$ cat src/rtl/seq_divider_pkg.sv
// Shared types and defaults for the sequential restoring divider.
// State encodings are fixed so waveforms and debug taps stay stable.
package seq_divider_pkg;

    localparam int DW_DEF = 8;
    localparam int VW_DEF = 4;

    typedef enum logic [1:0] {
        IDLE = 2'd0,
        RUN  = 2'd1,
        DONE = 2'd2
    } state_t;

endpackage

$ cat src/rtl/seq_divider_sub_borrow.sv
// Ripple subtractor a - b built from full-adder cells (b inverted, carry-in 1).
// Latency: combinational.
// Backpressure: none; pure datapath.
module fulladder (
    input  logic a,
    input  logic b,
    input  logic ci,
    output logic s,
    output logic co
);

    assign s  = a ^ b ^ ci;
    assign co = (a & b) | (a & ci) | (b & ci);

endmodule

// Parameterised W-bit subtractor; borrow is the inverted carry-out of the chain.
// Latency: combinational, W full-adder ripple.
// Backpressure: none; pure datapath.
module sub_borrow #(
    parameter int W = 5
) (
    input  logic [W-1:0] a,
    input  logic [W-1:0] b,
    output logic [W-1:0] diff,
    output logic         borrow
);

    logic [W:0] carry;

    assign carry[0] = 1'b1;

    for (genvar i = 0; i < W; i++) begin : g_bit
        fulladder u_fa (
            .a  (a[i]),
            .b  (~b[i]),
            .ci (carry[i]),
            .s  (diff[i]),
            .co (carry[i+1])
        );
    end

    // Carry-out of a + ~b + 1 is set exactly when a >= b.
    assign borrow = ~carry[W];

endmodule

$ cat src/rtl/seq_divider.sv
// Sequential restoring divider: DW-bit dividend / VW-bit divisor, one quotient bit per clock.
// Latency: DW+1 cycles from accepted start to done; 1 cycle for divide-by-zero.
// Backpressure: start is honoured only while ready (IDLE or DONE); ignored while busy.
module seq_divider
    import seq_divider_pkg::*;
#(
    parameter int DW = DW_DEF,
    parameter int VW = VW_DEF
) (
    input  logic          clk,
    input  logic          rst,
    input  logic          start,
    input  logic [DW-1:0] dividend,
    input  logic [VW-1:0] divisor,
    output logic          ready,
    output logic          busy,
    output logic          done,
    output logic [DW-1:0] quotient,
    output logic [VW-1:0] remainder,
    output logic          dbz
);

    localparam int CW = (DW > 2) ? $clog2(DW) : 1;

    state_t        state, state_nxt;
    logic [VW:0]   pr;
    logic [VW:0]   pr_sh;
    logic [VW:0]   diff;
    logic [VW:0]   pr_step;
    logic          borrow;
    logic [DW-1:0] sh;
    logic [DW-1:0] sh_step;
    logic [VW-1:0] dv;
    logic [CW-1:0] cnt;
    logic          accept;
    logic          dv_zero;
    logic          last_step;

    assign accept    = start & ready;
    assign dv_zero   = (divisor == '0);
    assign last_step = (state == RUN) && (cnt == '0);

    // Shift the next dividend bit into the partial remainder, then trial-subtract.
    assign pr_sh = {pr[VW-1:0], sh[DW-1]};

    sub_borrow #(
        .W (VW + 1)
    ) u_sub (
        .a      (pr_sh),
        .b      ({1'b0, dv}),
        .diff   (diff),
        .borrow (borrow)
    );

    assign pr_step = borrow ? pr_sh : diff;
    assign sh_step = {sh[DW-2:0], ~borrow};

    always_ff @(posedge clk or posedge rst) begin
        if (rst) begin
            state <= IDLE;
        end else begin
            state <= state_nxt;
        end
    end

    always_comb begin
        state_nxt = state;
        ready     = 1'b0;
        busy      = 1'b0;
        done      = 1'b0;
        case (state)
            IDLE: begin
                ready = 1'b1;
                if (start) begin
                    state_nxt = dv_zero ? DONE : RUN;
                end
            end
            RUN: begin
                busy = 1'b1;
                if (cnt == '0) begin
                    state_nxt = DONE;
                end
            end
            DONE: begin
                ready = 1'b1;
                done  = 1'b1;
                if (start) begin
                    state_nxt = dv_zero ? DONE : RUN;
                end else begin
                    state_nxt = IDLE;
                end
            end
            default: begin
                state_nxt = IDLE;
            end
        endcase
    end

    // Working registers advance only in RUN; results load only on entry to DONE.
    always_ff @(posedge clk or posedge rst) begin
        if (rst) begin
            pr        <= '0;
            sh        <= '0;
            dv        <= '0;
            cnt       <= '0;
            quotient  <= '0;
            remainder <= '0;
            dbz       <= 1'b0;
        end else if (accept) begin
            pr  <= '0;
            sh  <= dividend;
            dv  <= divisor;
            cnt <= CW'(DW - 1);
            if (dv_zero) begin
                quotient  <= '1;
                remainder <= '0;
                dbz       <= 1'b1;
            end
        end else if (state == RUN) begin
            pr  <= pr_step;
            sh  <= sh_step;
            cnt <= cnt - 1'b1;
            if (last_step) begin
                quotient  <= sh_step;
                remainder <= pr_step[VW-1:0];
                dbz       <= 1'b0;
            end
        end
    end

endmodule
$ cat config.mk
export PLATFORM = sky130hd
export DESIGN_NAME = seq_divider
export DESIGN_NICKNAME = d
export VERILOG_FILES = /design/src/rtl/seq_divider_pkg.sv /design/src/rtl/seq_divider_sub_borrow.sv /design/src/rtl/seq_divider.sv
export SDC_FILE = /design/constraint.sdc
export NUM_CORES = 1
export LEC_CHECK = 0
export CORE_ASPECT_RATIO = 0.9
export CORE_MARGIN = 1.5
export CORE_UTILIZATION = 53
export DETAILED_ROUTE_END_ITERATION = 10
export DONT_BUFFER_PORTS = 1
export PLACE_DENSITY = 0.76
export SYNTH_ARGS = -nofsm -noshare
export SYNTH_HDL_FRONTEND = slang
export SYNTH_HIERARCHICAL = 1
export SYNTH_SLANG_ARGS = --single-unit
$ cat constraint.sdc
create_clock -name clk -period 5.5 [get_ports clk]
set_input_delay 0.825 -clock clk [delete_from_list [all_inputs] [get_ports clk]]
set_output_delay 0.825 -clock clk [all_outputs]
set_load 0.02 [all_outputs]
After elaboration in Yosys (flattened, before gate mapping)
Cells that the tools add are included.
{ "op_classes": {"addsub": 1, "eq_ne": 5, "mux": 27, "n_bitwise": 34, "n_reduce_logical": 9} }
{ "op_table": {"columns": ["operator", "n"], "rows": [
  ["$mux W8", 6],
  ["$mux W4", 7],
  ["$and A1 B1 Y1", 12],
  ["$or A1 B1 Y1", 10],
  ["$mux W2", 4],
  ["$mux W1", 7],
  ["$xor A1 B1 Y1", 7],
  ["$mux W3", 2],
  ["$pmux W2 S3", 1],
  ["$not A1 Y1", 5],
  ["$logic_not A4 Y1", 1],
  ["$ne A2 B2 Y1 const B", 2],
  ["$reduce_bool A2 Y1", 2],
  ["$logic_not A3 Y1", 1],
  ["$reduce_and A3 Y1", 1],
  ["$sub A3 B1 Y3 const B", 1],
  ["$eq A2 B1 Y1 const B", 1],
  ["$eq A2 B2 Y1 const B", 1],
  ["$logic_not A2 Y1", 1],
  ["$ne A2 B1 Y1 const B", 1],
  ["$reduce_and A2 Y1", 1],
  ["$reduce_or A2 Y1", 1],
  ["$logic_and A1 B1 Y1", 1]
]} }
{ "word_totals": {"ff_bits": 34, "in_bits": 15, "output_inout_bits": 16, "wordCells": 84} }

Logic depth before layout (Yosys ltp)
{ "logic_depth": {"word_depth": 20, "mapped_depth": 11, "depth_no_buf": 10} }

Hierarchy
Netlist, hierarchy kept.
{ "modules_own_cells": {"columns": ["mod", "n_inst", "cells_each", "area_each_um2", "seq_area_each_um2"], "rows": [
  ["seq_divider", 1, 146, 1554.0, 850.8],
  ["fulladder", 5, 1, 20.0, 0.0],
  ["sub_borrow", 1, 7, 26.3, 0.0]
]} }

Least setup slack after synthesis
OpenSTA, ideal clock, no wires.
{ "synth_timing": {"path_type": "register to register", "start": "register sh[7]", "end": "register remainder[0]", "setup_time_ns": 0.130, "arrival_ns": 2.998, "required_ns": 5.370, "setup_slack_ns": 2.372, "path_stages_with_launch": 10, "n_path_buf": 1, "synth_period_minus_slack_ns": 3.128, "cell_sequence": "dfrtp_1 > fa_1 > fa_1 > fa_1 > fa_1 > fa_1 > inv_1 > buf_1 > mux2i_1 > o22ai_1"} }
{ "synth_via": {"elab_chain_cells": 19, "word_cells_on_any_way": 24, "classes_between": "4 x mux; 20 x bitwise"} }
{ "synth_rtl": {"columns": ["element", "line_no", "source"], "rows": [
  ["start, declared", "seq_divider.sv:31", "logic [DW-1:0] sh;"],
  ["start signal, assigned", "seq_divider.sv:111", "sh <= dividend;"],
  ["start signal, assigned", "seq_divider.sv:121", "sh <= sh_step;"],
  ["$and A1 B1 Y1", "seq_divider_sub_borrow.sv:13", "assign co = (a & b) | (a & ci) | (b & ci);"],
  ["$or A1 B1 Y1 * (2 in series)", "seq_divider_sub_borrow.sv:13", null],
  ["via u_sub.carry[1]", "seq_divider_sub_borrow.sv:29", "logic [W:0] carry;"],
  ["$and A1 B1 Y1", "seq_divider_sub_borrow.sv:13", null],
  ["$or A1 B1 Y1", "seq_divider_sub_borrow.sv:13", null],
  ["$or A1 B1 Y1 *", "seq_divider_sub_borrow.sv:13", null],
  ["via u_sub.carry[2]", "seq_divider_sub_borrow.sv:29", null],
  ["$and A1 B1 Y1", "seq_divider_sub_borrow.sv:13", null],
  ["[2 not listed]", null, null],
  ["via u_sub.carry[3]", "seq_divider_sub_borrow.sv:29", null],
  ["[3 not listed]", null, null],
  ["via u_sub.carry[4]", "seq_divider_sub_borrow.sv:29", null],
  ["$and A1 B1 Y1", "seq_divider_sub_borrow.sv:13", null],
  ["$or A1 B1 Y1", "seq_divider_sub_borrow.sv:13", null],
  ["$or A1 B1 Y1 *", "seq_divider_sub_borrow.sv:13", null],
  ["via u_sub.carry[5]", "seq_divider_sub_borrow.sv:29", null],
  ["$mux W4 *", "seq_divider.sv:55", "assign pr_step = borrow ? pr_sh : diff;"],
  ["$mux W4 *", "seq_divider.sv:123", "if (last_step) begin"],
  ["$mux W4 *", "seq_divider.sv:119", "end else if (state == RUN) begin"],
  ["$mux W4 *", "seq_divider.sv:109", "end else if (accept) begin"],
  ["end signal, assigned", "seq_divider.sv:125", "remainder <= pr_step[VW-1:0];"],
  ["end, declared", "seq_divider.sv:19", "output logic [VW-1:0] remainder,"]
]} }
Mark *: on every way through the listed nets, which the timed path passes. The rest lies on a longest branch. The select of a mux whose other input is x is not followed.
A chain may end at the register's enable or synchronous reset.

Worst setup path after layout
{ "layout_timing": {"start": "register sh[7]", "end": "register remainder[1]"} }
Same word-level chain as after synthesis.

==> results.txt <==
drt first-iter violations -> 94
largest net degree at the start of global routing -> 36
Die Span Y -> 56.4 µm
Hold-fix buffers, CTS -> 0
Rows -> 19
multiplexer area fraction after synthesis -> 9.23%
Synth Register Bits -> 34
htree depth -> 2
Fillers -> 286
Final Cycle Share -> 58.6%
Die Wd -> 62.4 µm
hold_ws -> 0.449 ns
Worst-Margin Slew -> 0.663 ns
post_cts resized -> 0
first-pass GRT wire length -> 5270 µm
Final Max Tran Viols -> 0
WP data required -> 5.72 ns
mean cell area of the mapped netlist -> 10.6 µm²
DR vias -> 1108
Synth Area in Compound Gates -> 11.5%
largest family of logic cells by synthesized area -> simple AND/OR/NAND/NOR gates
# nets final -> 180
initial antenna violation count -> 0
Mapped Nets -> 180
DRC Markers -> 0
Setup crit start kind -> register
slowest CP cell -> fa_1
final setup vio count -> 0
Final Hold Fails -> 0
Synth Area in Simple Gates -> 13.7%
# diodes -> 0
most frequent cells in the layout -> 34 x dfrtp_1, 16 x nand2_1, 12 x nor2_1, 11 x mux2i_1, 11 x inv_1
Post-DRT Antenna Nets -> 0
Top FF cell, synth -> dfrtp_1
Slew HR -> 55.5%
number of iterations in the first detailed-routing pass -> 4
flop2flop setup slack -> 2.28 ns
postcts setup bufs -> 0
Root Buffer Master -> clkbuf_4
Num CTS Buffers -> 5
Routability Congestion -> 0.802
commonest non-fill, non-tap cell in the layout -> dfrtp_1
Reg2Reg Depth -> 8
core area -> 3040 µm²
Crit path top cell by count -> fa_1
clock-pin slew on the worst setup and hold paths -> 0.12 ns
Max Clk Rate -> 310 MHz
Sink Count -> 34
status -> finished, final reports clean
Clock Skew -> 0.0164 ns
WP data arrival -> 3.44 ns
Worst-Skew Late Latency -> 0.34 ns
xor/xnor share of the synthesized area -> 0%
CTS tree -> done
Post-Synth Adder-Cell Area -> 7.45%
async set or reset register ratio after synthesis -> 100%
Static Leak -> 0.828 nW
unrepaired setup endpoints after global routing -> no
Syn Inst Count -> 158
DPL Wire Length -> 2150 µm
total gr overflow -> 0
area delta synth->final -> 7.15%
initial core utilization -> 55.2%
max_cap viols -> 0
Final TNS setup -> 0 ns
mapped cell area -> 1680 µm²
PwrDens -> 683 nW/µm²
Synth cell types -> 29
crit path capture type -> register
Post-synth EDFFs -> 0
DIE AREA -> 3520 µm²
port bufs -> 0
Vias/cell -> 5.51
Worst path max stage delay -> 0.44 ns
Critical Path Fanout Max -> 6
post-synthesis sequential area ratio -> 50.6%
Period minus WS final -> 3.22 ns
crit path kind -> register to register
class of the worst hold path -> input port to asynchronous set/reset pin
CP Cell Sequence -> fa_1 -> fa_1 -> fa_1 -> fa_1 -> fa_1 -> inv_1 -> mux2i_1 -> o22ai_1
Ys Warns -> 6
DR WL/cell -> 15.2 µm
CTS max path bufs -> 2
gr usage total -> 19.8%
number of global-route vias before repair -> 1091
VDD IR max -> 380 µV
DRT Wirelength -> 3050 µm
layout cells sized above 1 -> 14.5%
I/O pins -> 31
registers in the layout, indices dropped and copies added (netlist names):
register   flops
quotient       8
sh             8
dv             4
pr             4
remainder      4
cnt            3
state          2
dbz            1
where the power goes:
| group | switching [mW] | internal [mW] | total, mW |
|---|---|---|---|
| Sequential | 0.159 | 0.375 | 0.534 |
| Clock | 0.0877 | 0.154 | 0.242 |
| Combinational | 0.250 | 0.204 | 0.455 |
layout make-up:
class                      instances  area (µm²)  share of cell area [%]
timing repair buffer               4        30.0                    1.67
tap                               42        52.6                    2.92
sequential                        34         851                    47.3
clock inverter                     2        60.1                    3.34
clock buffer                       6        51.3                    2.85
multi-input combinational        102         714                    39.7
inverter                          11        41.3                    2.29
logic make-up (layout without fill, tap and decap cells):
family | Yosys count | count (layout)
flip-flops | 34 | 34
other | 2 | 2
AND/OR/NAND/NOR | 47 | 47
AO/OA/AOI/OAI | 31 | 31
buffers and inverters | 22 | 23
adder cells (fa/ha/maj) | 7 | 7
multiplexers | 15 | 15
worst paths after layout:
| path | start | endpoint |
|---|---|---|
| setup / recovery | sh[7] | remainder[1] |
| hold / removal | rst | pr[1] |
| setup reg to reg | sh[7] | remainder[1] |
| hold reg to reg | cnt[0] | cnt[0] |
| max in group asynchronous | rst | sh[3] |
| min in group clk | cnt[0] | cnt[0] |
per-stage QoR:
stage	cells	setup WS [ns]	utilization, %	cell area (µm²)	total power [mW]
6_report	201	2.28	59.2	1800	1.23
5_1_grt	201	2.03	59.2	1800	1.33
4_1_cts	201	2.24	59.2	1800	1.24
3_5_place_dp	193	2.26	55.5	1690	0.995
3_3_place_gp	193	2.32	55.5	1690	0.967
2_1_floorplan	158	2.37	-	1680	0.914
cells in the mapped netlist, drive strengths merged (2+ instances only):
cell type  count  area share [%]
ha             2             1.5
o22ai          4             1.5
o21ai         12             3.6
fa             5             6.0
nor2          12             2.7
dfrtp         34              51
a211oi         4             3.0
inv           11             2.5
nand2         17             3.9
mux2i         11             6.6
nor2b          2            0.74
conb           2            0.45
a21oi         10             3.0
mux2           4             2.7
buf           11             4.5
nor3           9             2.7
layer usage:
layer,vias up,GRT usage (%),routed length (µm)
met5,-,0,0
met4,0,8.57,43
met3,4,5.81,191
met2,33,30.3,1410
met1,544,26.5,1410
li1,527,-,-
worst max-delay path: cells and delay by family (launching register included):
| kind | cells | cell delay, ns |
|---|---|---|
| flops | 1 | 0.42 |
| compound gates | 1 | 0.14 |
| buf+inv | 1 | 0.22 |
| mux | 1 | 0.34 |
| fa+ha+maj | 5 | 2.00 |
Note: power is estimated with default switching activity, not from simulation.
